[src/rtl/streamif_pkg.sv]
// Shared types and AXI constants for the stream-to-AXI4 burst writer.
// State encoding is fixed so it can be read directly from the debug word.
package streamif_pkg;

  typedef enum logic [2:0] {
    S_IDLE = 3'd0,
    S_AW   = 3'd1,
    S_W    = 3'd2,
    S_B    = 3'd3,
    S_DONE = 3'd4
  } state_e;

  localparam logic [1:0] BURST_INCR    = 2'b01;
  localparam logic [2:0] SIZE_4B       = 3'd2;
  localparam logic [3:0] CACHE_DEFAULT = 4'b0011;
  localparam logic [1:0] RESP_OKAY     = 2'b00;

endpackage

[src/rtl/axis_to_axi4_burst_writer.sv]
// 32-bit AXI4-Stream to fixed-length AXI4 INCR write bursts, one burst in flight.
// Optional debug word: define STREAMIF_BURST_WRITER_DEBUG_EN.
module axis_to_axi4_burst_writer
  import streamif_pkg::*;
#(
  parameter int C_M_AXI_BURST_LEN  = 256,
  parameter int C_M_AXI_ID_WIDTH   = 1,
  parameter int C_M_AXI_ADDR_WIDTH = 32
) (
  input  logic                          M_AXI_ACLK,
  input  logic                          M_AXI_ARESETN,
  input  logic                          start,
  input  logic [C_M_AXI_ADDR_WIDTH-1:0] base_addr,
  input  logic [15:0]                   burst_count,
  output logic                          busy,
  output logic                          done,
  output logic                          error,
  output logic [31:0]                   debug_write,
  input  logic [31:0]                   S_AXIS_TDATA,
  input  logic                          S_AXIS_TVALID,
  output logic                          S_AXIS_TREADY,
  input  logic                          S_AXIS_TLAST,
  output logic [C_M_AXI_ID_WIDTH-1:0]   M_AXI_AWID,
  output logic [C_M_AXI_ADDR_WIDTH-1:0] M_AXI_AWADDR,
  output logic [7:0]                    M_AXI_AWLEN,
  output logic [2:0]                    M_AXI_AWSIZE,
  output logic [1:0]                    M_AXI_AWBURST,
  output logic                          M_AXI_AWLOCK,
  output logic [3:0]                    M_AXI_AWCACHE,
  output logic [2:0]                    M_AXI_AWPROT,
  output logic [3:0]                    M_AXI_AWQOS,
  output logic                          M_AXI_AWVALID,
  input  logic                          M_AXI_AWREADY,
  output logic [31:0]                   M_AXI_WDATA,
  output logic [3:0]                    M_AXI_WSTRB,
  output logic                          M_AXI_WLAST,
  output logic                          M_AXI_WVALID,
  input  logic                          M_AXI_WREADY,
  input  logic [C_M_AXI_ID_WIDTH-1:0]   M_AXI_BID,
  input  logic [1:0]                    M_AXI_BRESP,
  input  logic                          M_AXI_BVALID,
  output logic                          M_AXI_BREADY
);

  localparam int AW = C_M_AXI_ADDR_WIDTH;
  localparam logic [7:0] LAST_BEAT =
    8'(C_M_AXI_BURST_LEN - 1);
  localparam logic [AW-1:0] ADDR_STEP =
    AW'(C_M_AXI_BURST_LEN * 4);

  state_e          state_q, state_d;
  logic [AW-1:0]   addr_q, addr_d;
  logic [15:0]     count_q, count_d;
  logic [7:0]      beat_q, beat_d;
  logic            error_q, error_d;
  logic            pad_q, pad_d;
  logic            stop_q, stop_d;

  logic            awvalid;
  logic            wvalid;
  logic            tready;
  logic [31:0]     wdata;
  logic [3:0]      wstrb;
  logic            bready;
  logic            done_w;
  logic            last_beat;

  // BID carries no information for a single-ID master.
  logic unused_bid;
  assign unused_bid = ^M_AXI_BID;

  assign last_beat = (beat_q == LAST_BEAT);

  // State and job registers; reset abandons any burst in flight.
  always_ff @(posedge M_AXI_ACLK or negedge M_AXI_ARESETN) begin
    if (!M_AXI_ARESETN) begin
      state_q <= S_IDLE;
      addr_q  <= '0;
      count_q <= '0;
      beat_q  <= '0;
      error_q <= 1'b0;
      pad_q   <= 1'b0;
      stop_q  <= 1'b0;
    end else begin
      state_q <= state_d;
      addr_q  <= addr_d;
      count_q <= count_d;
      beat_q  <= beat_d;
      error_q <= error_d;
      pad_q   <= pad_d;
      stop_q  <= stop_d;
    end
  end

  // Next-state and channel control; the W path is a pure pass-through.
  always_comb begin
    state_d = state_q;
    addr_d  = addr_q;
    count_d = count_q;
    beat_d  = beat_q;
    error_d = error_q;
    pad_d   = pad_q;
    stop_d  = stop_q;
    awvalid = 1'b0;
    wvalid  = 1'b0;
    tready  = 1'b0;
    wdata   = '0;
    wstrb   = '0;
    bready  = 1'b0;
    done_w  = 1'b0;

    unique case (state_q)
      S_IDLE: begin
        if (start) begin
          addr_d  = base_addr;
          count_d = burst_count;
          error_d = 1'b0;
          beat_d  = '0;
          pad_d   = 1'b0;
          stop_d  = 1'b0;
          state_d = (burst_count == 16'd0)
                    ? S_DONE : S_AW;
        end
      end

      S_AW: begin
        awvalid = 1'b1;
        if (M_AXI_AWREADY) begin
          state_d = S_W;
        end
      end

      S_W: begin
        if (pad_q) begin
          wvalid = 1'b1;
        end else begin
          wvalid = S_AXIS_TVALID;
          tready = M_AXI_WREADY;
          wdata  = S_AXIS_TDATA;
          wstrb  = 4'hF;
        end
        if (wvalid && M_AXI_WREADY) begin
          if (last_beat) begin
            beat_d  = '0;
            state_d = S_B;
          end else begin
            beat_d = beat_q + 8'd1;
          end
          if (!pad_q && S_AXIS_TLAST) begin
            stop_d = 1'b1;
            if (!last_beat) begin
              pad_d = 1'b1;
            end
          end
        end
      end

      S_B: begin
        bready = 1'b1;
        if (M_AXI_BVALID) begin
          if (M_AXI_BRESP != RESP_OKAY) begin
            error_d = 1'b1;
          end
          addr_d  = addr_q + ADDR_STEP;
          count_d = count_q - 16'd1;
          pad_d   = 1'b0;
          state_d = (count_q == 16'd1 || stop_q)
                    ? S_DONE : S_AW;
        end
      end

      S_DONE: begin
        done_w  = 1'b1;
        state_d = S_IDLE;
      end

      default: begin
        state_d = S_IDLE;
      end
    endcase
  end

  assign busy  = (state_q == S_AW) ||
                 (state_q == S_W)  ||
                 (state_q == S_B);
  assign done  = done_w;
  assign error = error_q;

  assign S_AXIS_TREADY = tready;

  assign M_AXI_AWID    = '0;
  assign M_AXI_AWADDR  = addr_q;
  assign M_AXI_AWLEN   = LAST_BEAT;
  assign M_AXI_AWSIZE  = SIZE_4B;
  assign M_AXI_AWBURST = BURST_INCR;
  assign M_AXI_AWLOCK  = 1'b0;
  assign M_AXI_AWCACHE = CACHE_DEFAULT;
  assign M_AXI_AWPROT  = 3'd0;
  assign M_AXI_AWQOS   = 4'd0;
  assign M_AXI_AWVALID = awvalid;

  assign M_AXI_WDATA  = wdata;
  assign M_AXI_WSTRB  = wstrb;
  assign M_AXI_WLAST  = (state_q == S_W) && last_beat;
  assign M_AXI_WVALID = wvalid;

  assign M_AXI_BREADY = bready;

`ifdef STREAMIF_BURST_WRITER_DEBUG_EN
  assign debug_write = {count_q, beat_q, 2'b00,
                        error_q, awvalid, wvalid,
                        state_q};
`else
  assign debug_write = 32'h0;
`endif

endmodule

[config.mk]
export PLATFORM = sky130hd
export DESIGN_NAME = axis_to_axi4_burst_writer
export DESIGN_NICKNAME = d
export VERILOG_FILES = /design/src/rtl/streamif_pkg.sv /design/src/rtl/axis_to_axi4_burst_writer.sv
export SDC_FILE = /design/constraint.sdc
export NUM_CORES = 1
export LEC_CHECK = 0
export CORE_MARGIN = 8
export CORE_UTILIZATION = 44
export CTS_BUF_LIST = sky130_fd_sc_hd__clkbuf_16
export DETAILED_ROUTE_END_ITERATION = 12
export MAX_ROUTING_LAYER = met4
export PLACE_DENSITY = 0.93
export SYNTH_ARGS = -nofsm -noshare
export SYNTH_HDL_FRONTEND = slang
export SYNTH_SLANG_ARGS = --single-unit
[constraint.sdc]
create_clock -name M_AXI_ACLK -period 4.5 [get_ports M_AXI_ACLK]
set_clock_uncertainty 0.2 [all_clocks]
set_input_delay 0.45 -clock M_AXI_ACLK [delete_from_list [all_inputs] [get_ports M_AXI_ACLK]]
set_output_delay 0.45 -clock M_AXI_ACLK [all_outputs]
set_load 0.02 [all_outputs]
* After elaboration in Yosys (flattened, before gate mapping)
Index checks and enable logic that the tools add are counted.
** Storage, ports and cells
- Word-level logic and storage cells :: 85
- Input port bits :: 91
- Output and inout port bits :: 134
- Register bits after elaboration :: 62
** Cells by class
- Equality and inequality tests :: 14
- Muxes and demuxes :: 42
- Reductions and logical operators :: 19
- $add $sub $neg :: 3
** Operator list (count)
- $mux W32 :: 4
- $pmux W32 S2 :: 1
- $add A32 B11 Y32 const B :: 1
- $mux W16 :: 2
- $pmux W16 S2 :: 1
- $mux W8 :: 3
- $mux W3 :: 7
- $mux W1 :: 17
- $eq A16 B1 Y1 const B :: 1
- $logic_not A16 Y1 :: 1
- $ne A2 B2 Y1 const B :: 8
- $pmux W8 S2 :: 1
- $sub A16 B1 Y16 const B :: 1
- $pmux W3 S4 :: 1
- $add A8 B1 Y8 const B :: 1
- $eq A8 B8 Y1 const B :: 1
- $mux W4 :: 2
- $reduce_and A4 Y1 :: 2
- $eq A3 B2 Y1 const B :: 2
- $reduce_and A3 Y1 :: 2
- $reduce_and A6 Y1 :: 1
- $reduce_bool A2 Y1 :: 3
- $reduce_and A5 Y1 :: 1
- $pmux W1 S2 :: 2
- other kinds (8) :: 12

* Logic depth before layout (Yosys ltp)
- Depth in word-level cells :: 5
- Mapped depth :: 8
- Mapped depth without buffers :: 7

* Worst setup path after synthesis
No wires, ideal clock.
- Path kind :: register -> output
- Start :: reg state_q[0]
- End :: out M_AXI_WDATA[22]
- Required time :: 3.850 ns
- Buffers on the path :: 3
- Cell stages (with the launch flop) :: 7
- Setup slack :: 2.097 ns
- Data arrival time :: 1.753 ns
- Cell sequence :: dfrtp_1 buf_6 or3b_1 buf_2 nor2_1 buf_2 and2_1
** On the way
- Word-level cells in the longest chain between the ends :: 2
** Ends and longest elaborated chain
- start, declared :: line axis_to_axi4_burst_writer.sv:51 : state_e state_q, state_d;
- start signal, assigned :: line axis_to_axi4_burst_writer.sv:85 : state_q <= state_d;
- $eq A3 B2 Y1 :: line axis_to_axi4_burst_writer.sv:112 : unique case (state_q)
- $mux W32 :: line axis_to_axi4_burst_writer.sv:112
- end, declared :: line axis_to_axi4_burst_writer.sv:34 : output logic [31:0] M_AXI_WDATA,
Every way passes these cells.

* Worst setup path in the final report
- Start :: reg state_q[1]
- End :: out M_AXI_WDATA[8]
Same word-level chain as after synthesis.

==> flow_summary.toml <==
[outcome]
status = "finished, final reports clean"

[floorplanning]
start_util_pct = 44.8
core_um2 = 9640
die-area_um2 = 13200
ios = 225
die_h_um = 115
die_w_um = 115
rows = 36

[drt]
first_pass_iters = 5
drc = 0
viasPerCell = 5.21
ant_nets = 0
wl_mm = 13.9
drt_iter0_drc = 120
wl_per_cell_um = 16.7
num_vias = 4312

[final_layout]
n_fill_cell = 839
post-route-util_pct = 63.1
stdcell_count = 828
nets = 786
layout-drive-gt1-share_pct = 4.32
area_growth_pct = 41.1
n_antenna_cell = 0

[worst_setup_path]
worst_setup_path_end_kind = "primary output"
worst-endpoint-arrival_ns = 2.74
cpMaxStageDelayCell = "dfrtp_1"
crit_path_max_fanout = 37
critPathRequiredTime_ns = 3.85
slowest_delay_ns = 0.63
worstSetupPathType = "reg -> out"
cp_cell_sequence = "or3b_1, nor2_1, buf_4, and2_1, clkdlybuf4s50_1"
crit_path_start_kind = "register"

[clock_tree]
clk_latency_ns = 0.32
cts-root-buf = "clkbuf_16"
clkSinkCount = 62
cts_tree = "built"
cts.path.max_buffers = 2
numCtsBuffers = 9
post_cts_buffers = 0
htree_levels = 3
cts.reportedPaths.clkPinSlew_ns = 0.05

[grt]
grt.overflow.total = 0
grt_usage_pct = 20.9
grt_max_degree = 45
antenna_found_initial = 0
grt_pass1_wl_mm = 21.4
grt_pass1_vias = 4345

[yosys]
syn_area_per_cell_um2 = 7.96
yosysUniqueCellTypes = 56
syn_area_um2 = 4320
synth_seq_area_share_pct = 36.0
async_flop_share_pct = 100
syn_inst = 542
synth_edf_count = 0
yosys_most_used_dff = "dfrtp_1"
ys.warnings.count = 0
synth_seq_cells = 62

[sta]
hold_violations = 0
report.final.slew_viol_count = 0
clock.fmax_ghz = 0.295
setup_viol = 0
slew_headroom_pct = 43.9
rsz0062_at_grt = "false"
worst_slew_pin_slew_ns = 0.833
min_period_ns = 3.39
fin_tns_setup_ns = 0
final.period_utilization_pct = 75.3

[hold_path]
hold_path.class = "reg -> reg"

[placed_design]
gp_congestion = 0.893
hpwl_mm = 10.9
dp_cells = 812
io_buffers = 165

[pwr]
vdd_drop_max_mv = 0.342
leakage_uw = 0.00254
power_density_nw_per_um2 = 633

[flow_run]
cap_violations = 0
## layer usage
metal / up-vias / share of wire, % / track usage (%) / wire length, µm
met5: - / 0 / - / 0
met3: 21 / 8.6 / 5.20 / 1190
met2: 217 / 51 / 36.6 / 7030
li1: 2077 / - / - / -
met1: 1997 / 39 / 22.4 / 5380
met4: 0 / 1.9 / 7.88 / 263
## registers in the layout, indices dropped and copies added, names as in the netlist
name / flops
state_q: 3
stop_q: 1
count_q: 16
beat_q: 8
M_AXI_AWADDR: 32
error: 1
pad_q: 1
## report_power, final
part / switching, µW / leakage (µW) / total, µW / internal [µW]
Sequential: 296 / 0.000741 / 1110 / 813
Clock: 235 / 0.000140 / 653 / 419
Combinational: 1180 / 0.00166 / 2090 / 904
Total: 1710 / 0.00254 / 3850 / 2140
## cell usage in the layout, fill, tap and decap left out, types with 3 or more instances in the layout
cell type | Yosys | layout
clkdlybuf4s50_1 | 0 | 164
nand2_1 | 64 | 64
dfrtp_1 | 62 | 62
conb_1 | 2 | 58
nor2_1 | 57 | 57
and2_1 | 37 | 37
a21oi_1 | 35 | 34
o21ai_0 | 33 | 33
nand3_1 | 17 | 17
nor3_1 | 13 | 13
nand4_1 | 11 | 11
inv_1 | 8 | 9
clkbuf_16 | 0 | 9
nor4_1 | 8 | 8
o22ai_1 | 8 | 8
buf_4 | 61 | 8
and3_1 | 7 | 7
o22a_1 | 7 | 7
or3_1 | 6 | 6
a31oi_1 | 6 | 6
a2bb2oi_1 | 6 | 6
xor2_1 | 5 | 5
a22oi_1 | 4 | 4
o211ai_1 | 4 | 4
ha_1 | 4 | 4
nor2b_1 | 3 | 3
o2bb2ai_1 | 3 | 3
o31ai_1 | 3 | 3
## critical path, delay by kind of cell (launching register included)
family / cells / cell delay [ns]
buf+inv: 2 / 0.90
simple gates: 3 / 0.88
flops: 1 / 0.63
## kinds of logic after synthesis
kind of cell | share of synthesized area [%]
and+or+nand+nor | 27.7
AOI/OAI and AO/OA | 18.6
buffers and inverters | 14.7
DFF | 36.0
xor gates and xnor gates | 1.22
adders and majority gates | 1.16
other | 0.174
muxes | 0.464
## cell usage after synthesis, types with 6 or more instances
library cell / number / area [µm²]
a31oi_1: 6 / 37.5
buf_2: 19 / 95.1
and3_1: 7 / 43.8
nand2_1: 64 / 240
clkbuf_1: 11 / 41.3
o22ai_1: 8 / 50.1
a21oi_1: 35 / 175
nand4_1: 11 / 68.8
o21ai_0: 33 / 165
inv_1: 8 / 30.0
o22a_1: 7 / 61.3
buf_4: 61 / 458
nor4_1: 8 / 50.1
nor3_1: 13 / 65.1
nor2_1: 57 / 214
dfrtp_1: 62 / 1550
a2bb2oi_1: 6 / 52.6
or3_1: 6 / 37.5
and2_1: 37 / 231
nand3_1: 17 / 85.1
## repair_timing
| action | CTS | global route |
|---|---|---|
| gates resized for setup | 0 | 0 |
| hold endpoints to repair | 22 | 0 |
| hold buffers | 1 | 0 |
## cell type report
type	instances	area, µm²	share of cell area [%]
clock buffers	9	225	3.70
clock inverters	6	55.1	0.904
inverters	8	30.0	0.493
multi-input cells	436	2340	38.5
flip-flops and latches	62	1550	25.5
well taps	133	166	2.73
repair buffers	174	1720	28.2
## path summary, 6_finish.rpt
check / start / endpoint / slack (ns) / depth (start not counted)
max in group asynchronous: M_AXI_ARESETN / count_q[11] / 2.75 / 3
min in group asynchronous: M_AXI_ARESETN / M_AXI_AWADDR[11] / 0.44 / 2
worst max register to register: state_q[0] / M_AXI_AWADDR[6] / 1.93 / 6
worst max-delay path: state_q[1] / M_AXI_WDATA[8] / 1.11 / 5
worst min register to register: M_AXI_AWADDR[1] / M_AXI_AWADDR[1] / 0.28 / 2
worst min-delay path: M_AXI_AWADDR[1] / M_AXI_AWADDR[1] / 0.28 / 2
## through the flow
step	hold slack (ns)	total power (µW)	setup WS, ns	area [µm²]
2_1_floorplan	-0.0456	2420	2.10	4530
3_3_place_gp	0.260	3100	1.53	5800
3_5_place_dp	0.264	3190	1.48	5800
4_1_cts	0.280	3870	1.11	6090
5_1_grt	0.305	4130	0.955	6090
6_report	0.276	3850	1.11	6090
Power figures use the tool's default switching activity.
==> edit (same settings) <==
Encoding of `state_e`: now one-hot (5 bits for 5 states).
--- a/src/rtl/streamif_pkg.sv
+++ b/src/rtl/streamif_pkg.sv
@@ -2,12 +2,12 @@
 // State encoding is fixed so it can be read directly from the debug word.
 package streamif_pkg;
 
-  typedef enum logic [2:0] {
-    S_IDLE = 3'd0,
-    S_AW   = 3'd1,
-    S_W    = 3'd2,
-    S_B    = 3'd3,
-    S_DONE = 3'd4
+  typedef enum logic [4:0] {
+    S_IDLE = 5'b00001,
+    S_AW   = 5'b00010,
+    S_W    = 5'b00100,
+    S_B    = 5'b01000,
+    S_DONE = 5'b10000
   } state_e;
 
   localparam logic [1:0] BURST_INCR    = 2'b01;
Behaviour: same outputs for any inputs over 10 cycles, from zero or initial values and one cycle with M_AXI_ARESETN low; not proved beyond that.
==> edit against the unedited design <==
- sequential cell count increased by 2
- total power down 15%
- setup slack improved by 0.25 ns
- final area is 3.4% higher
- routed wire length is 6.6% higher
- global-route usage barely moved
- area after synthesis grew 5.3%
- critical path type unchanged
- critical endpoint is now M_AXI_WDATA[10]
- largest cell class unchanged
==> edit: results <==
set metrics [dict create \
    status "finished, final reports clean" \
    port_buffers 165 \
    antenna_found_initial 0 \
    wirelength_mm 14.77 \
    synth-async-reset-ratio_pct 100.0 \
    placed_area_um2 6028 \
    grt_max_degree 49 \
    first_global_vias 4780 \
    max_stage_delay_ns 0.61 \
    multi_input_area_um2 2526 \
    num-fill-cells 885 \
    track_usage_pct 20.93 \
    n_all_inverters 10 \
    grt_pass1_wl_mm 23.78 \
    cp_max_fo 37 \
    gp_congestion 0.8882 \
    hpwl_mm 11.14 \
    cp_slowest_cell "clkdlybuf4s50_1" \
    clock_path_buffers 2 \
    synth_seq_area_share_pct 35.27 \
    buffer_area_share_pct 27.05 \
    ir_worst_vdd_uv 322.3 \
    dp_slack_ns 1.552 \
    switching_share_pct 43.26 \
    placed_cells 833 \
    synthTopCellsByCount "73 x nand2_1, 66 x buf_4, 63 x dfrtp_1, 44 x nor2_1, 40 x a21oi_1" \
    fin_nets 804 \
    synth_area_leaders "dfrtp_1 35%, buf_4 11%, nand2_1 6.0%" \
    clkCellAreaFrac_pct 4.018 \
    cts_resized 0 \
    routed_via_density 5.472 \
    worst_pin_slew_ns 0.9126 \
    postSynthAreaPerCell_um2 8.159 \
    hold_buffers 1 \
    buffers 172 \
    stdcell_count 850 \
    crit_arrival_ns 2.49 \
    sh_seq_area_pct 25.48 \
    synthFlopType "dfrtp_1" \
    drt_iter0_markers 308 \
    drt_first_pass_iters 5 \
    leakagePower_nw 2.639 \
    synth-seq-cells 64 \
    yosys_warnings 0 \
    areaGrowthSynthToFinish_pct 38.44 \
    ys_types 66 \
    core_area_um2 10180 \
    numCtsBuffers 9 \
    multiInputCombCellCount 452 \
    layout-drive-gt1-share_pct 5.182 \
]
[edit: kinds of logic after synthesis]
| family | after synthesis | synth area share, % |
|---|---|---|
| xor gates and xnor gates | 2 | 0.3855 |
| AOI/OAI and AO/OA | 142 | 19.80 |
| DFF | 64 | 35.27 |
| and+or+nand+nor | 245 | 29.30 |
| other | 2 | 0.1653 |
| muxes | 1 | 0.2203 |
| adders and majority gates | 4 | 1.101 |
| buffers and inverters | 97 | 13.77 |
[edit: power groups by stage]
stage	Sequential, W	Clock [W]	Combinational [W]
floorplan	0.00121	0	0.000841
global placement	0.00109	0	0.00150
detailed placement	0.00111	0	0.00153
CTS	0.00111	0.000607	0.00155
global route	0.00115	0.000634	0.00167
finish	0.00112	0.000603	0.00154
[edit: metal layers]
metal	part of all wire [%]	up-vias	routed length, um	GRT usage (%)
li1	-	2154	-	-
met1	40	2206	5938	23.35
met2	51	260	7485	35.87
met3	7.1	31	1045	4.988
met4	2.0	0	299	7.446
met5	0	-	0	-
[edit: path summary, 6_finish.rpt]
check	to	from	cells past startpoint	slack, ns
setup / recovery	M_AXI_WDATA[10]	state_q[1]$_DFFE_PN0P_	6	1.36
hold / removal	M_AXI_AWADDR[9]$_DFFE_PN0P_	M_AXI_AWADDR[9]$_DFFE_PN0P_	2	0.28
setup reg to reg	count_q[0]$_DFFE_PN0P_	state_q[0]$_DFFE_PN1P_	7	1.67
hold reg to reg	M_AXI_AWADDR[9]$_DFFE_PN0P_	M_AXI_AWADDR[9]$_DFFE_PN0P_	2	0.28
max in group asynchronous	state_q[0]$_DFFE_PN1P_	M_AXI_ARESETN	3	2.63
min in group asynchronous	M_AXI_AWADDR[0]$_DFFE_PN0P_	M_AXI_ARESETN	2	0.50
